$ cat src/rtl/noc_pkg.sv
// Shared NoC definitions: flit layout, type codes and NIC transmit types.
package noc_pkg;

    localparam int unsigned LINK_WIDTH = 8;
    localparam int unsigned TYPE_W     = 2;
    localparam int unsigned PAYLOAD_W  = LINK_WIDTH - TYPE_W;
    localparam int unsigned TYPE_LSB   = PAYLOAD_W;
    localparam int unsigned TYPE_MSB   = LINK_WIDTH - 1;
    localparam int unsigned DEST_W     = 4;
    localparam int unsigned LEN_W      = 2;
    localparam int unsigned MAX_FLITS  = 4;
    localparam int unsigned DATA_W     = PAYLOAD_W * MAX_FLITS;
    localparam int unsigned CNT_W      = 8;

    typedef enum logic [TYPE_W-1:0] {
        FLIT_BODY = 2'b00,
        FLIT_HEAD = 2'b01,
        FLIT_TAIL = 2'b10
    } flit_type_e;

    typedef enum logic [1:0] {
        ST_IDLE    = 2'd0,
        ST_HEAD    = 2'd1,
        ST_PAYLOAD = 2'd2
    } nic_tx_state_e;

    typedef struct packed {
        logic [DEST_W-1:0] dest;
        logic [LEN_W-1:0]  len;
        logic [DATA_W-1:0] data;
    } pkt_req_t;

    function automatic logic [LINK_WIDTH-1:0] make_flit(input flit_type_e t,
                                                       input logic [PAYLOAD_W-1:0] p);
        return {t, p};
    endfunction

endpackage

$ cat src/rtl/nic_tx_flitgen.sv
// Builds the outgoing flit from FSM state, payload index and latched request.
module nic_tx_flitgen
    import noc_pkg::*;
(
    input  nic_tx_state_e              state,
    input  logic [LEN_W-1:0]           idx,
    input  pkt_req_t                   req,
    output logic [LINK_WIDTH-1:0]      flit_c
);

    logic [PAYLOAD_W-1:0] payload;
    flit_type_e           ptype;

    always_comb begin
        payload = PAYLOAD_W'(req.data >> (PAYLOAD_W * 32'(idx)));
        ptype   = (idx == req.len) ? FLIT_TAIL : FLIT_BODY;
        flit_c  = '0;
        case (state)
            ST_HEAD:    flit_c = make_flit(FLIT_HEAD, {req.dest, req.len});
            ST_PAYLOAD: flit_c = make_flit(ptype, payload);
            default:    flit_c = '0;
        endcase
    end

endmodule

$ cat src/rtl/nic_tx.sv
// NIC transmit side: packetises a request into head/body/tail flits for the local router port.
module nic_tx #(
    parameter int unsigned LINK_WIDTH = 8,
    parameter int unsigned MESH_DIM   = 4
) (
    input  logic                                 clk,
    input  logic                                 rst,
    input  logic                                 pkt_valid,
    output logic                                 pkt_ready,
    input  logic [$clog2(MESH_DIM*MESH_DIM)-1:0] pkt_dest,
    input  logic [noc_pkg::LEN_W-1:0]            pkt_len,
    input  logic [noc_pkg::DATA_W-1:0]           pkt_data,
    output logic [LINK_WIDTH-1:0]                tx_flit,
    output logic                                 tx_wr_en,
    input  logic                                 tx_full,
    output logic                                 busy,
    output logic [noc_pkg::CNT_W-1:0]            pkt_sent_cnt
);

    import noc_pkg::nic_tx_state_e;
    import noc_pkg::ST_IDLE;
    import noc_pkg::ST_HEAD;
    import noc_pkg::ST_PAYLOAD;
    import noc_pkg::pkt_req_t;
    import noc_pkg::LEN_W;
    import noc_pkg::CNT_W;

    nic_tx_state_e    state;
    pkt_req_t         req;
    logic [LEN_W-1:0] idx;
    logic             wr_en_q;

    // Writing at most every other cycle keeps the one-cycle-stale full flag safe.
    assign tx_wr_en = (state != ST_IDLE) & ~tx_full & ~wr_en_q;

    nic_tx_flitgen u_flitgen (
        .state  (state),
        .idx    (idx),
        .req    (req),
        .flit_c (tx_flit)
    );

    always_ff @(posedge clk or negedge rst) begin
        if (!rst) begin
            state        <= ST_IDLE;
            req          <= '0;
            idx          <= '0;
            wr_en_q      <= 1'b0;
            pkt_ready    <= 1'b0;
            busy         <= 1'b0;
            pkt_sent_cnt <= '0;
        end else begin
            wr_en_q <= tx_wr_en;
            case (state)
                ST_IDLE: begin
                    pkt_ready <= 1'b1;
                    busy      <= 1'b0;
                    if (pkt_valid && pkt_ready) begin
                        req       <= '{dest: pkt_dest, len: pkt_len, data: pkt_data};
                        state     <= ST_HEAD;
                        pkt_ready <= 1'b0;
                        busy      <= 1'b1;
                    end
                end
                ST_HEAD: begin
                    if (tx_wr_en) begin
                        state <= ST_PAYLOAD;
                        idx   <= '0;
                    end
                end
                ST_PAYLOAD: begin
                    if (tx_wr_en) begin
                        if (idx == req.len) begin
                            state        <= ST_IDLE;
                            pkt_ready    <= 1'b1;
                            busy         <= 1'b0;
                            pkt_sent_cnt <= pkt_sent_cnt + CNT_W'(1);
                        end else begin
                            idx <= idx + LEN_W'(1);
                        end
                    end
                end
                default: begin
                    state     <= ST_IDLE;
                    pkt_ready <= 1'b0;
                    busy      <= 1'b0;
                end
            endcase
        end
    end

endmodule
$ cat config.mk
export PLATFORM = sky130hd
export DESIGN_NAME = nic_tx
export DESIGN_NICKNAME = d
export VERILOG_FILES = /design/src/rtl/noc_pkg.sv /design/src/rtl/nic_tx_flitgen.sv /design/src/rtl/nic_tx.sv
export SDC_FILE = /design/constraint.sdc
export NUM_CORES = 1
export LEC_CHECK = 0
export CAP_MARGIN = 20
export CORE_ASPECT_RATIO = 2
export CORE_MARGIN = 1
export CORE_UTILIZATION = 53
export DETAILED_ROUTE_END_ITERATION = 10
export GPL_TIMING_DRIVEN = 0
export PLACE_DENSITY_LB_ADDON = 0.25
export SLEW_MARGIN = 20
export SYNTH_ARGS = -nofsm -noshare
export SYNTH_HDL_FRONTEND = slang
export SYNTH_SLANG_ARGS = --single-unit
$ cat constraint.sdc
create_clock -name clk -period 3.5 [get_ports clk]
set_input_delay 0.525 -clock clk [delete_from_list [all_inputs] [get_ports clk]]
set_output_delay 0.525 -clock clk [all_outputs]
set_load 0.01 [all_outputs]
==> flow_metrics.env, run 1 <==
export IMPL_status="finished clean"
export IMPL_drive_above_1_share=0.2825
export IMPL_cts_resized=0
export IMPL_finalClockSkew_ps=3.744
export IMPL_grt_pass1_vias=1706
export IMPL_grt_use_met3=0.05385
export IMPL_row_count=33
export IMPL_path_cells="inv_1, ha_1, clkbuf_1, clkbuf_1, a22oi_1, nor2b_1, clkdlybuf4s50_1"
export IMPL_final_util=0.7187
export IMPL_clock_latency_ps=300
export IMPL_finalCriticalPeriod_ps=3092
export IMPL_leakage_nw=1.194
export IMPL_clock_sinks=45
export IMPL_finalSetupTns_ps=0
export IMPL_netlist_instances=163
export IMPL_p_per_area_nw_per_um2=783.4
export IMPL_overflow=0
export IMPL_worstPathRequired_ps=2970
export IMPL_cp_arrival_ps=2570
export IMPL_drt_wl_total_mm=4.553
export IMPL_ys_warn_count=0
export IMPL_reg2reg_depth=7
export IMPL_initial_utilization=0.5497
export IMPL_cts_setup_buffers=0
export IMPL_max_freq_mhz=323.4
export IMPL_cts_hold_buf=0
export IMPL_dr_pass1_iters=4
export IMPL_grt_setup_unrepaired="no"
export IMPL_portBuffers=52
export IMPL_grt_max_degree=35
export IMPL_synthToLayoutAreaGrowth_pct=30.74
export IMPL_worstSetupPathType="flop to output pin"
export IMPL_grtUsageTotal=0.2325
export IMPL_die_h_um=94.09
export IMPL_r2r_setup_slack_ps=1510
export IMPL_cp_max_fo=10
export IMPL_top_usage_layer="met2"
export IMPL_cap_violations=0
export IMPL_place_gp_congestion=0.8188
export IMPL_final_nets=263
export IMPL_r2r_start="state[0]$_DFFE_PN0P_"
export IMPL_ir_worst_vdd_uv=492.7
export IMPL_cts_tree="done"
export IMPL_ios=53
export IMPL_vias=1533
export IMPL_crit_path_end_kind="output pin"
export IMPL_ys_async_sr_fraction=1.000
export IMPL_slew_viol_final=0
export IMPL_grt_use_met2=0.4358
export IMPL_crit_top_cell="clkbuf_1"
export IMPL_worst_pin_slew_ps=448.6
export IMPL_synth_distinct_cells=36
export IMPL_r2r_end="state[1]$_DFFE_PN0P_"
export IMPL_clk_pin_slew_ps=80
export IMPL_hp_class="input pin to async pin"
export IMPL_n_antenna_cell=0
export IMPL_crit_path_max_incr_delay_ps=560
export IMPL_die_x_um=48.04
export IMPL_synth_area_leaders="dfrtp_1 (50%), mux2_2 (15%), mux4_2 (6.0%)"
export IMPL_root_buffer="clkbuf_8"
export IMPL_clk_path_buf_depth=2
export IMPL_timing_final_crit_share=0.8834
export IMPL_synth_top_cell_area_share=0.5011
export IMPL_ys_flop_type="dfrtp_1"
export IMPL_drc=0
export IMPL_synth_avg_cell_area_um2=13.79
export IMPL_synth_edff_count=0
export IMPL_grt_use_met1=0.2093
export IMPL_fp_coreArea_um2=4088
export IMPL_syn_area_um2=2247
export IMPL_worst_path_max_delay_cell="clkdlybuf4s50_1"
export IMPL_htree_levels=2
export IMPL_avgRoutedWirePerCell_um=16.56
export IMPL_via_per_inst=5.575
export IMPL_syn_nets=203
export IMPL_slew_headroom=0.7009
export IMPL_grt_pass1_wl_mm=7.293
export IMPL_drtAntennaViolNets=0
export IMPL_hold_violations=0
export IMPL_setup_violations_final=0
export IMPL_synth_top_area_cell="dfrtp_1"
export IMPL_hpwlAfterDp_mm=3.668
export IMPL_cts_buffers=5
export IMPL_ys_seq_area_frac=0.5011
export IMPL_first_iter_violations=11
export IMPL_die_area_um2=4520
export IMPL_ys_ff_latch=45
export IMPL_setup_worst_path_start_class="flop"
export IMPL_antenna_found_initial=0
stage by stage:
step / std cells / worst slack, ps / cell area (µm²) / hold slack [ps] / total power (W)
floorplan: 163 / 1540 / 2247 / 229.4 / 0.001626
global placement: 267 / 802.0 / 2833 / 456.4 / 0.001926
detailed placement: 268 / 722.4 / 2848 / 430.6 / 0.001998
CTS: 275 / 399.3 / 2938 / 99.26 / 0.002326
global route: 275 / 284.9 / 2938 / 116.5 / 0.002449
finish: 275 / 408.2 / 2938 / 106.1 / 0.002301
where the power goes:
part           total, W  internal (W)  switching [W]
Clock          0.000326      0.000156       0.000170
Combinational   0.00109      0.000618       0.000471
Sequential     0.000886      0.000742       0.000144
Total           0.00230       0.00152       0.000786
registers in the layout, indices dropped and copies added, names as in the netlist:
signal,cells
busy,1
idx,2
pkt_ready,1
pkt_sent_cnt,8
req,30
state,2
wr_en_q,1
cell usage after synthesis (all sizes together) (5+ instances only):
| library cell | n |
|---|---|
| a22oi | 6 |
| buf | 6 |
| dfrtp | 45 |
| ha | 6 |
| inv | 6 |
| mux2 | 33 |
| mux4 | 6 |
| nand2 | 6 |
| nand3 | 6 |
| nor2b | 6 |
| xor2 | 5 |
cell families after synthesis:
family          Yosys count  synth area share
simple gates             32           0.09132
flops                    45            0.5011
fa+ha+maj                 6           0.03341
buf+inv                  16           0.04064
xor+xnor                  9           0.05178
mux                      39            0.2272
compound gates           16           0.05456
worst max-delay path: cells and delay by family, from the launching register on:
family / cells / cell delay, ps
adders and majority gates: 1 / 150
buffers and inverters: 4 / 1390
and+or+nand+nor: 1 / 170
AOI/OAI and AO/OA: 1 / 140
DFF: 1 / 420
worst max-delay path by stage:
stage / startpoint / end / slack (ps)
finish: state[0]$_DFFE_PN0P_ / tx_flit[3] / 410
global route: state[0]$_DFFE_PN0P_ / tx_flit[3] / 280
CTS: state[0]$_DFFE_PN0P_ / tx_flit[3] / 400
detailed placement: state[0]$_DFFE_PN0P_ / tx_flit[3] / 720
global placement: state[0]$_DFFE_PN0P_ / tx_flit[5] / 800
floorplan: state[0]$_DFFE_PN0P_ / tx_flit[0] / 1540
cells in the final DEF, fill, tap and decap left out, types with 2 or more instances in the layout:
master | Yosys | layout
clkbuf_1 | 3 | 3
inv_1 | 6 | 6
nor3_1 | 2 | 2
clkbuf_8 | 0 | 6
xor2_1 | 5 | 5
mux2_1 | 2 | 2
nand3_1 | 4 | 4
ha_1 | 6 | 6
nand4_1 | 4 | 4
buf_2 | 3 | 4
a21oi_1 | 3 | 3
dfrtp_1 | 45 | 45
nor4_2 | 3 | 3
mux2_2 | 30 | 30
buf_6 | 3 | 3
nand2_1 | 5 | 5
nor2b_1 | 6 | 6
xnor2_1 | 2 | 2
a22oi_1 | 6 | 6
nand3_2 | 2 | 2
mux4_2 | 6 | 6
xnor2_4 | 2 | 2
clkdlybuf4s50_1 | 0 | 51
per-layer routing:
layer  vias up  part of all wire
met3         6             0.033
met5         -                 0
met4         0             0.016
li1        714                 -
met2        42              0.62
met1       771              0.33
layout make-up:
cell class              count  area (µm²)
well taps                  52       65.06
clock buffers               6       82.58
fillers                   296        1150
repair buffers             53       535.5
inverters                   7       31.28
clock inverters             1       7.507
multi-input cells         102        1030
flip-flops and latches     45        1126
plain buffers               9       60.06
Note: power is estimated with default switching activity, not from simulation.
==> run 2, diff against run 1 <==
--- a/config.mk
+++ b/config.mk
@@ -5,10 +5,11 @@
 export SDC_FILE = /design/constraint.sdc
 export NUM_CORES = 1
 export LEC_CHECK = 0
+export ABC_AREA = 1
 export CAP_MARGIN = 20
 export CORE_ASPECT_RATIO = 2
 export CORE_MARGIN = 1
-export CORE_UTILIZATION = 53
+export CORE_UTILIZATION = 55
 export DETAILED_ROUTE_END_ITERATION = 10
 export GPL_TIMING_DRIVEN = 0
 export PLACE_DENSITY_LB_ADDON = 0.25
==> flow_metrics.env, run 2 <==
export IMPL_status="finished clean"
export IMPL_synth_edff_count=0
export IMPL_syn_area_um2=2452
export IMPL_synth_area_leaders="dfrtp_1 (46%), nand2_1 (23%), inv_1 (4.1%)"
export IMPL_largest_registers="req: 30 flops, pkt_sent_cnt: 8 flops"
export IMPL_p_per_area_nw_per_um2=759.6
export IMPL_yosysMostFrequentCell="nand2_1"
export IMPL_grt_use_met1=0.2587
export IMPL_drtAntennaViolNets=0
export IMPL_ir_worst_vdd_uv=485.4
export IMPL_overflow=0
export IMPL_synth_distinct_cells=30
export IMPL_clk_path_buf_depth=2
export IMPL_die_area_um2=4746
export IMPL_clock_latency_ps=300
export IMPL_fp_coreArea_um2=4297
export IMPL_grt_max_degree=33
export IMPL_ios=53
export IMPL_clock_sinks=45
export IMPL_worstPathRequired_ps=2970
export IMPL_setup_violations_final=0
export IMPL_synth_top_cell_area_share=0.4592
export IMPL_grtUsageTotal=0.2549
export IMPL_netSwitchingPower_w=0.001001
export IMPL_hpwlAfterDp_mm=4.111
export IMPL_top_usage_layer="met2"
export IMPL_cts_resized=0
export IMPL_avgRoutedWirePerCell_um=12.32
export IMPL_pwr_share_clk=0.136
export IMPL_comb_power_share=0.500
export IMPL_syn_nets=363
export IMPL_synth_common_cells="nand2_1 (148), dfrtp_1 (45), inv_1 (27), nor2_1 (26), o21ai_0 (11)"
export IMPL_ys_seq_area_frac=0.4592
export IMPL_vias=2184
export IMPL_hold_violations=0
export IMPL_finalClockSkew_ps=7.386
export IMPL_drc=0
export IMPL_finalSetupTns_ps=0
export IMPL_synth_top_area_cell="dfrtp_1"
export IMPL_drive_above_1_share=0.09399
export IMPL_via_per_inst=4.998
export IMPL_row_count=34
export IMPL_ys_ff_latch=45
export IMPL_cap_violations=0
export IMPL_cts_buffers=5
export IMPL_grt_setup_unrepaired="no"
export IMPL_slew_viol_final=0
export IMPL_clk_pin_slew_ps=80
export IMPL_crit_path_end_kind="output pin"
export IMPL_synthToLayoutAreaGrowth_pct=28.11
export IMPL_cts_tree="done"
export IMPL_first_iter_violations=54
export IMPL_worst_pin_slew_ps=386.8
export IMPL_p_int_w=0.001386
export IMPL_swShare=0.4194
export IMPL_leakage_nw=1.589
export IMPL_dr_pass1_iters=4
export IMPL_cp_arrival_ps=2140
export IMPL_drt_wl_total_mm=5.385
export IMPL_nFillCells=351
export IMPL_grt_use_met2=0.4817
export IMPL_final_nets=423
export IMPL_ys_flop_type="dfrtp_1"
export IMPL_setup_worst_path_start_class="flop"
export IMPL_seq_power_share=0.365
export IMPL_grt_pass1_vias=2133
export IMPL_place_area_um2=3055
export IMPL_grt_pass1_wl_mm=8.983
export IMPL_root_buffer="clkbuf_8"
export IMPL_cts_setup_buffers=0
export IMPL_n_antenna_cell=0
export IMPL_worstSetupPathType="flop to output pin"
export IMPL_timing_final_crit_share=0.7603
export IMPL_initial_utilization=0.5708
export IMPL_ys_async_sr_fraction=1.000
export IMPL_dpl_worst_slack_ps=1168
export IMPL_largest_register_ffs=30
export IMPL_synth_avg_cell_area_um2=7.592
export IMPL_place_gp_congestion=0.8826
export IMPL_top_register="req"
export IMPL_setup_slack_ps=839.0
export IMPL_die_x_um=49.22
export IMPL_layout_common_cells="nand2_1 (148), clkdlybuf4s50_1 (51), dfrtp_1 (45), inv_1 (27), nor2_1 (26)"
export IMPL_ys_warn_count=0
export IMPL_htree_levels=2
export IMPL_cp_max_fo=10
export IMPL_finalCriticalPeriod_ps=2661
export IMPL_r2r_start="state[1]$_DFFE_PN0P_"
export IMPL_antenna_found_initial=0
export IMPL_fin_area_um2=3142
export IMPL_cts_hold_buf=0
export IMPL_hp_class="input pin to async pin"
export IMPL_startpoint="state[0]$_DFFE_PN0P_"
export IMPL_netlist_instances=323
export IMPL_slew_headroom=0.7422
export IMPL_max_freq_mhz=375.8
export IMPL_die_h_um=96.43
export IMPL_grt_use_met3=0.03286
export IMPL_portBuffers=52
export IMPL_final_common_cell="nand2_1"
run 2: cell types whose count changed in the layout (fill, tap and decap cells not counted), moves of 8 or more:
cell     previous run  this run
o21ai_1             1         9
nor2_1              1        26
inv_1               6        27
o21ai_0             0        11
mux2_2             30         0
nand2_1             5       148
run 2: kinds of logic after synthesis:
logic type               synth area share
AND/OR/NAND/NOR                    0.3520
flip-flops                         0.4592
buffers and inverters             0.08265
AO/OA/AOI/OAI                     0.06122
adder cells (fa/ha/maj)           0.03061
XOR/XNOR                          0.01429
run 2: power by group through the flow:
| stage | Combinational (W) | Clock (W) | Sequential (W) |
|---|---|---|---|
| 6_report | 0.00119 | 0.000324 | 0.000870 |
| 5_1_grt | 0.00135 | 0.000347 | 0.000887 |
| 4_1_cts | 0.00120 | 0.000328 | 0.000866 |
| 3_5_place_dp | 0.00120 | 0 | 0.000875 |
| 3_3_place_gp | 0.00117 | 0 | 0.000864 |
| 2_1_floorplan | 0.000826 | 0 | 0.000852 |
run 2: per-stage QoR:
step	hold slack (ps)	total power, W	std cells	utilization
floorplan	229.4	0.001679	323	-
global placement	455.9	0.002029	429	0.7076
detailed placement	445.7	0.002070	430	0.7111
CTS	122.7	0.002398	437	0.7312
global route	129.7	0.002588	437	0.7312
finish	114.2	0.002386	437	0.7312
run 2: critical path, stage by stage (launching register included):
cell and delay (ps):
dfrtp_1 420, inv_1 110, ha_1 260, buf_4 230
nand2_1 100, a21oi_1 160, clkdlybuf4s50_1 550
run 2: cell type report:
class                   instances  area, µm²  area share
plain buffers                  11      82.58     0.02628
clock buffers                   7      86.33     0.02748
inverters                      30      120.1     0.03823
multi-input cells             237       1124      0.3576
flip-flops and latches         45       1126      0.3584
well taps                      54      67.56     0.02151
repair buffers                 53      535.5      0.1705
run 2: metal layers:
metal,wire length [µm],vias to the layer above,share of wire
met5,0,-,0
met4,220,0,0.041
met3,118,17,0.022
met2,2979,44,0.55
met1,2066,1015,0.38
li1,-,1108,-
run 2: path summary, 6_finish.rpt:
path,endpoint,slack (ps),cells after the start
max in group asynchronous,req[8]$_DFFE_PN0P_,2890,2
max reg2reg,req[18]$_DFFE_PN0P_,1810,6
min,pkt_sent_cnt[2]$_DFFE_PN0P_,110,1
max,tx_flit[2],840,6
min in group clk,req[26]$_DFFE_PN0P_,490,2
min reg2reg,req[26]$_DFFE_PN0P_,490,2
==> edit 1, RTL diff (config.mk and constraints of run 1) <==
The package constant `MAX_FLITS` goes from 4 to 8.
--- a/src/rtl/noc_pkg.sv
+++ b/src/rtl/noc_pkg.sv
@@ -9,5 +9,5 @@
     localparam int unsigned DEST_W     = 4;
     localparam int unsigned LEN_W      = 2;
-    localparam int unsigned MAX_FLITS  = 4;
+    localparam int unsigned MAX_FLITS  = 8;
     localparam int unsigned DATA_W     = PAYLOAD_W * MAX_FLITS;
     localparam int unsigned CNT_W      = 8;
Interface: changed (resized pkt_data); port bits go from 53 to 77. The function was not compared with the original's and may differ.
==> edit 1 against run 1 <==
- sequential cell count unchanged
- power decreased by 4.9%
- cell count decreased by 2.2%
- setup slack improved by 0.15 ns
- global-route usage increased by 0.68 points
- fmax increased by 5.2%
- via count decreased by 3.1%
- area after synthesis decreased by 4.3%
- utilization increased by 1.2 points
- routed wire length increased by 1.3%
- final area decreased by 3.4%
- combinational power decreased by 9%
- critical path depth decreased by 1
==> edit 1: results (changes against run 1) <==
CP arrival: 2.42 ns (-0.15 ns)
Placed cell count: 262 (-2.2%)
Share of cells above drive strength 1: 24.8% (-3.5 points)
GPL Wtd Cong: 0.836 (+2.1%)
HPWL after detailed placement: 3.56 mm (-2.9%)
Most area-consuming cells after synthesis: dfrtp_1, mux2_2, mux4_2
Peak VDD IR: 0.539 mV (+9.3%)
Synthesized area per cell: 13.6 um^2 (-1.3%)
DR vias: 1485 (-3.1%)
DP Area: 2750 um^2 (-3.4%)
Critical path's slowest cell: clkdlybuf4s50_1
Global-route usage over all layers: 23.9% (+0.68 points)
Synth cell count leaders: dfrtp_1, mux2_2, nand2_1, nor2b_1, xor2_1
Status: finished clean
Register area share after synthesis: 52.4% (+2.2 points)
Syn_nets: 222 (+9.4%)
FF-to-FF Start: state[1]$_DFFE_PN0P_
Wirelength per Cell: 17.1 um (+3.6%)
Hold slack: 0.0989 ns (-0.00719 ns)
R2R depth: 6 (-1)
R2R Setup Slk: 1.39 ns (-0.12 ns)
Worst Skew: 0.00886 ns (+0.00512 ns)
Largest net degree at the start of global routing: 36 (+2.9%)
Fillers: 294 (-0.68%)
Vias per cell: 5.52 (-0.97%)
Number of global-route vias before repair: 1624 (-4.8%)
Nets@finish: 282 (+7.2%)
Leak Pwr: 1.22 nW (+1.8%)
Worst Tran Pin Value: 0.654 ns (+0.205 ns)
Synth unique cells: 30 (-17%)
edit 1: cell count changes in the layout (fill, tap and decap cells not counted), moves of 3 or more:
cell	delta
nand4_1	-4
buf_1	+3
buf_2	-3
buf_6	-3
mux2_2	+3
nor4_2	-3
edit 1: metal layers:
| layer | global-route usage [%] | share of wire, % |
|---|---|---|
| met1 | 25.1 | 35 |
| met2 | 43.3 | 60 |
| met3 | 4.13 | 3.4 |
| met4 | 9.76 | 1.6 |
| met5 | 0 | 0 |
edit 1: kinds of logic after synthesis:
| logic type | after synthesis | synth area share (%) |
|---|---|---|
| flops | 45 | 52.4 |
| xor+xnor | 9 | 3.67 |
| simple gates | 32 | 8.73 |
| fa+ha+maj | 6 | 3.49 |
| buf+inv | 12 | 3.03 |
| compound gates | 14 | 4.71 |
| mux | 40 | 24.0 |
edit 1: how the worst max path moves through the flow:
| stage | cells after the start | slack, ns | start | end |
|---|---|---|---|---|
| after floorplan | 6 | 1.61 | state[0]$_DFFE_PN0P_ | pkt_sent_cnt[3]$_DFFE_PN0P_ |
| after global placement | 1 | 0.85 | rst | req[14]$_DFFE_PN0P_ |
| after detailed placement | 6 | 0.89 | state[0]$_DFFE_PN0P_ | tx_flit[1] |
| after CTS | 6 | 0.53 | state[0]$_DFFE_PN0P_ | tx_flit[1] |
| after global routing | 6 | 0.38 | state[0]$_DFFE_PN0P_ | tx_flit[7] |
| final | 6 | 0.56 | state[0]$_DFFE_PN0P_ | tx_flit[1] |
edit 1: final cells by class:
type | count | area, um^2 | share of cell area (%)
tap | 51 | 63.8 | 2.25
buffer | 7 | 46.3 | 1.63
timing repair buffer | 53 | 536 | 18.9
multi-input combinational | 101 | 960 | 33.8
inverter | 5 | 18.8 | 0.662
clock buffer | 7 | 86.3 | 3.04
sequential | 45 | 1130 | 39.7
edit 1: metrics by stage:
stage,setup WS (ns),util (%)
final,0.560,73.0
after global routing,0.382,73.0
after CTS,0.533,73.0
after detailed placement,0.892,70.8
after global placement,0.848,70.4
after floorplan,1.61,-
edit 1: report_power, final:
part           internal (mW)  switching, mW
Clock                  0.157          0.161
Sequential             0.745          0.132
Combinational          0.567          0.426
Total                   1.47          0.719
edit 1: critical path, delay by kind of cell (launching register included):
kind	cells	cell delay, ns
flops	1	0.42
compound gates	1	0.15
buf+inv	3	1.10
simple gates	1	0.16
fa+ha+maj	1	0.29
==> edit 2, RTL diff (settings of run 1) <==
Made on the original files. Reset style: synchronous (`rst`), changed in one clocked block.
--- a/src/rtl/nic_tx.sv
+++ b/src/rtl/nic_tx.sv
@@ -41,5 +41,5 @@
     );
 
-    always_ff @(posedge clk or negedge rst) begin
+    always_ff @(posedge clk) begin
         if (!rst) begin
             state        <= ST_IDLE;
Function: differs if rst is asserted again (counterexample within 4 cycles, from zero or initial values and one cycle with rst low); with rst held inactive, the same outputs for 10 cycles.
==> edit 2 against run 1 <==
- area after synthesis fell by 6.0%
- register-to-register slack got worse by 0.10 ns
- routed wire length rose by 9.0%
- first-iteration DRC count rose to 3.9 times the old value
- final area fell by 4.4%
- sequential cell count did not move
- fmax rose by 9.8%
- count of clock-buffer cells in the layout did not move
- setup slack improved by 0.28 ns
Power is not compared: it rests on default switching activity, and its combinational part moved more than twofold at a synthesized area within 25%.
==> edit 2: results (changes against run 1) <==
Global-route usage over all layers: 26.5% (+3.2 points)
DR vias: 1961 (+28%)
Synth Warn #: 0 (unchanged)
Pre-antenna DRT Iters: 4 (unchanged)
Post-route cell area: 2810 um^2 (-4.4%)
Number of global-route vias before repair: 1934 (+13%)
DP Area: 2700 um^2 (-5.3%)
WHS Endpoint: req[17]$_SDFFE_PN0P_
Largest net degree at the start of global routing: 15 (-57%)
Worst Skew: 0.00810 ns (+0.00436 ns)
Status: finished clean
PortBufs: 52 (unchanged)
Global-route wire length before repair: 8.25 mm (+13%)
Initial drt markers: 43 (+32)
Placed cell count: 350 (+31%)
Most area-consuming cells after synthesis: dfxtp_1, nand2_1, a21oi_1
Top_reg_cell synth: dfxtp_1
CP arrival: 2.29 ns (-0.28 ns)
Syn_nets: 287 (+41%)
Ys async rst share: 0% (-100 points)
DP Worst Slack: 0.949 ns (+0.226 ns)
Total CTS buffers: 5 (unchanged)
Worst Hold Class: reg -> reg
Clock latency on the worst-skew pair: 0.30 ns (about the same)
Relative slew slack: 63.2% (-6.9 points)
FF-to-FF End: pkt_sent_cnt[7]$_SDFFE_PN0P_
Mapped Cells: 247 (+52%)
Wirelength per Cell: 13.9 um (-16%)
R2R depth: 8 (+1)
Hold slack: 0.458 ns (+0.352 ns)
GPL Wtd Cong: 0.825 (+0.76%)
Worst setup path startpoint: state[0]$_SDFFE_PN0P_
R2R Setup Slk: 1.41 ns (-0.10 ns)
Reg clk slew, reported paths: 0.09 ns
Vias per cell: 5.48 (-1.7%)
Synth cell count leaders: nand2_1, dfxtp_1, a21oi_1
H-tree levels: 2 (unchanged)
Register area share after synthesis: 42.6% (-7.5 points)
Synth unique cells: 39 (+8.3%)
Share of cells above drive strength 1: 7.82% (-20 points)
HPWL after detailed placement: 3.89 mm (+6.1%)
Clock buffer depth: 2 (unchanged)
Fillers: 326 (+10%)
edit 2: cells by family after synthesis:
group | count (synthesis) | synth area share, %
buffers and inverters | 21 | 5.03
DFF | 45 | 42.6
muxes | 9 | 7.82
and+or+nand+nor | 102 | 21.7
AOI/OAI and AO/OA | 59 | 16.5
adders and majority gates | 6 | 3.55
xor gates and xnor gates | 5 | 2.78
edit 2: where the power goes:
part	leakage, nW	switching [mW]	internal, mW	total (mW)
Combinational	0.561	0.260	0.207	0.466
Clock	0.0554	0.179	0.214	0.394
Sequential	0.365	0.0449	0.578	0.623
edit 2: per-layer routing:
layer | GRT usage [%] | part of all wire [%]
met2 | 49.1 | 60
met5 | 0 | 0
met4 | 10.7 | 2.7
met1 | 26.6 | 35
met3 | 4.17 | 2.5
edit 2: area by class of cell:
class	count	share of cell area [%]
repair buffers	52	18.5
plain buffers	16	2.67
clock buffers	6	2.58
well taps	51	2.27
clock inverters	2	1.38
inverters	5	1.11
multi-input cells	181	39.4
flip-flops and latches	45	32.1
edit 2: worst max-delay path by stage:
stage | endpoint | slack, ns | cells past startpoint
6_report | tx_flit[5] | 0.68 | 6
5_1_grt | tx_flit[5] | 0.59 | 6
4_1_cts | tx_flit[1] | 0.68 | 6
3_5_place_dp | tx_wr_en | 0.95 | 5
3_3_place_gp | tx_wr_en | 0.97 | 5
2_1_floorplan | pkt_sent_cnt[7]$_SDFFE_PN0P_ | 1.56 | 8
edit 2: critical path, cell delays in order, from the launching register on:
cell,delay (ns)
dfxtp_1,0.34
inv_1,0.11
ha_1,0.31
clkbuf_1,0.39
a22oi_1,0.13
nor2b_1,0.16
clkdlybuf4s50_1,0.55
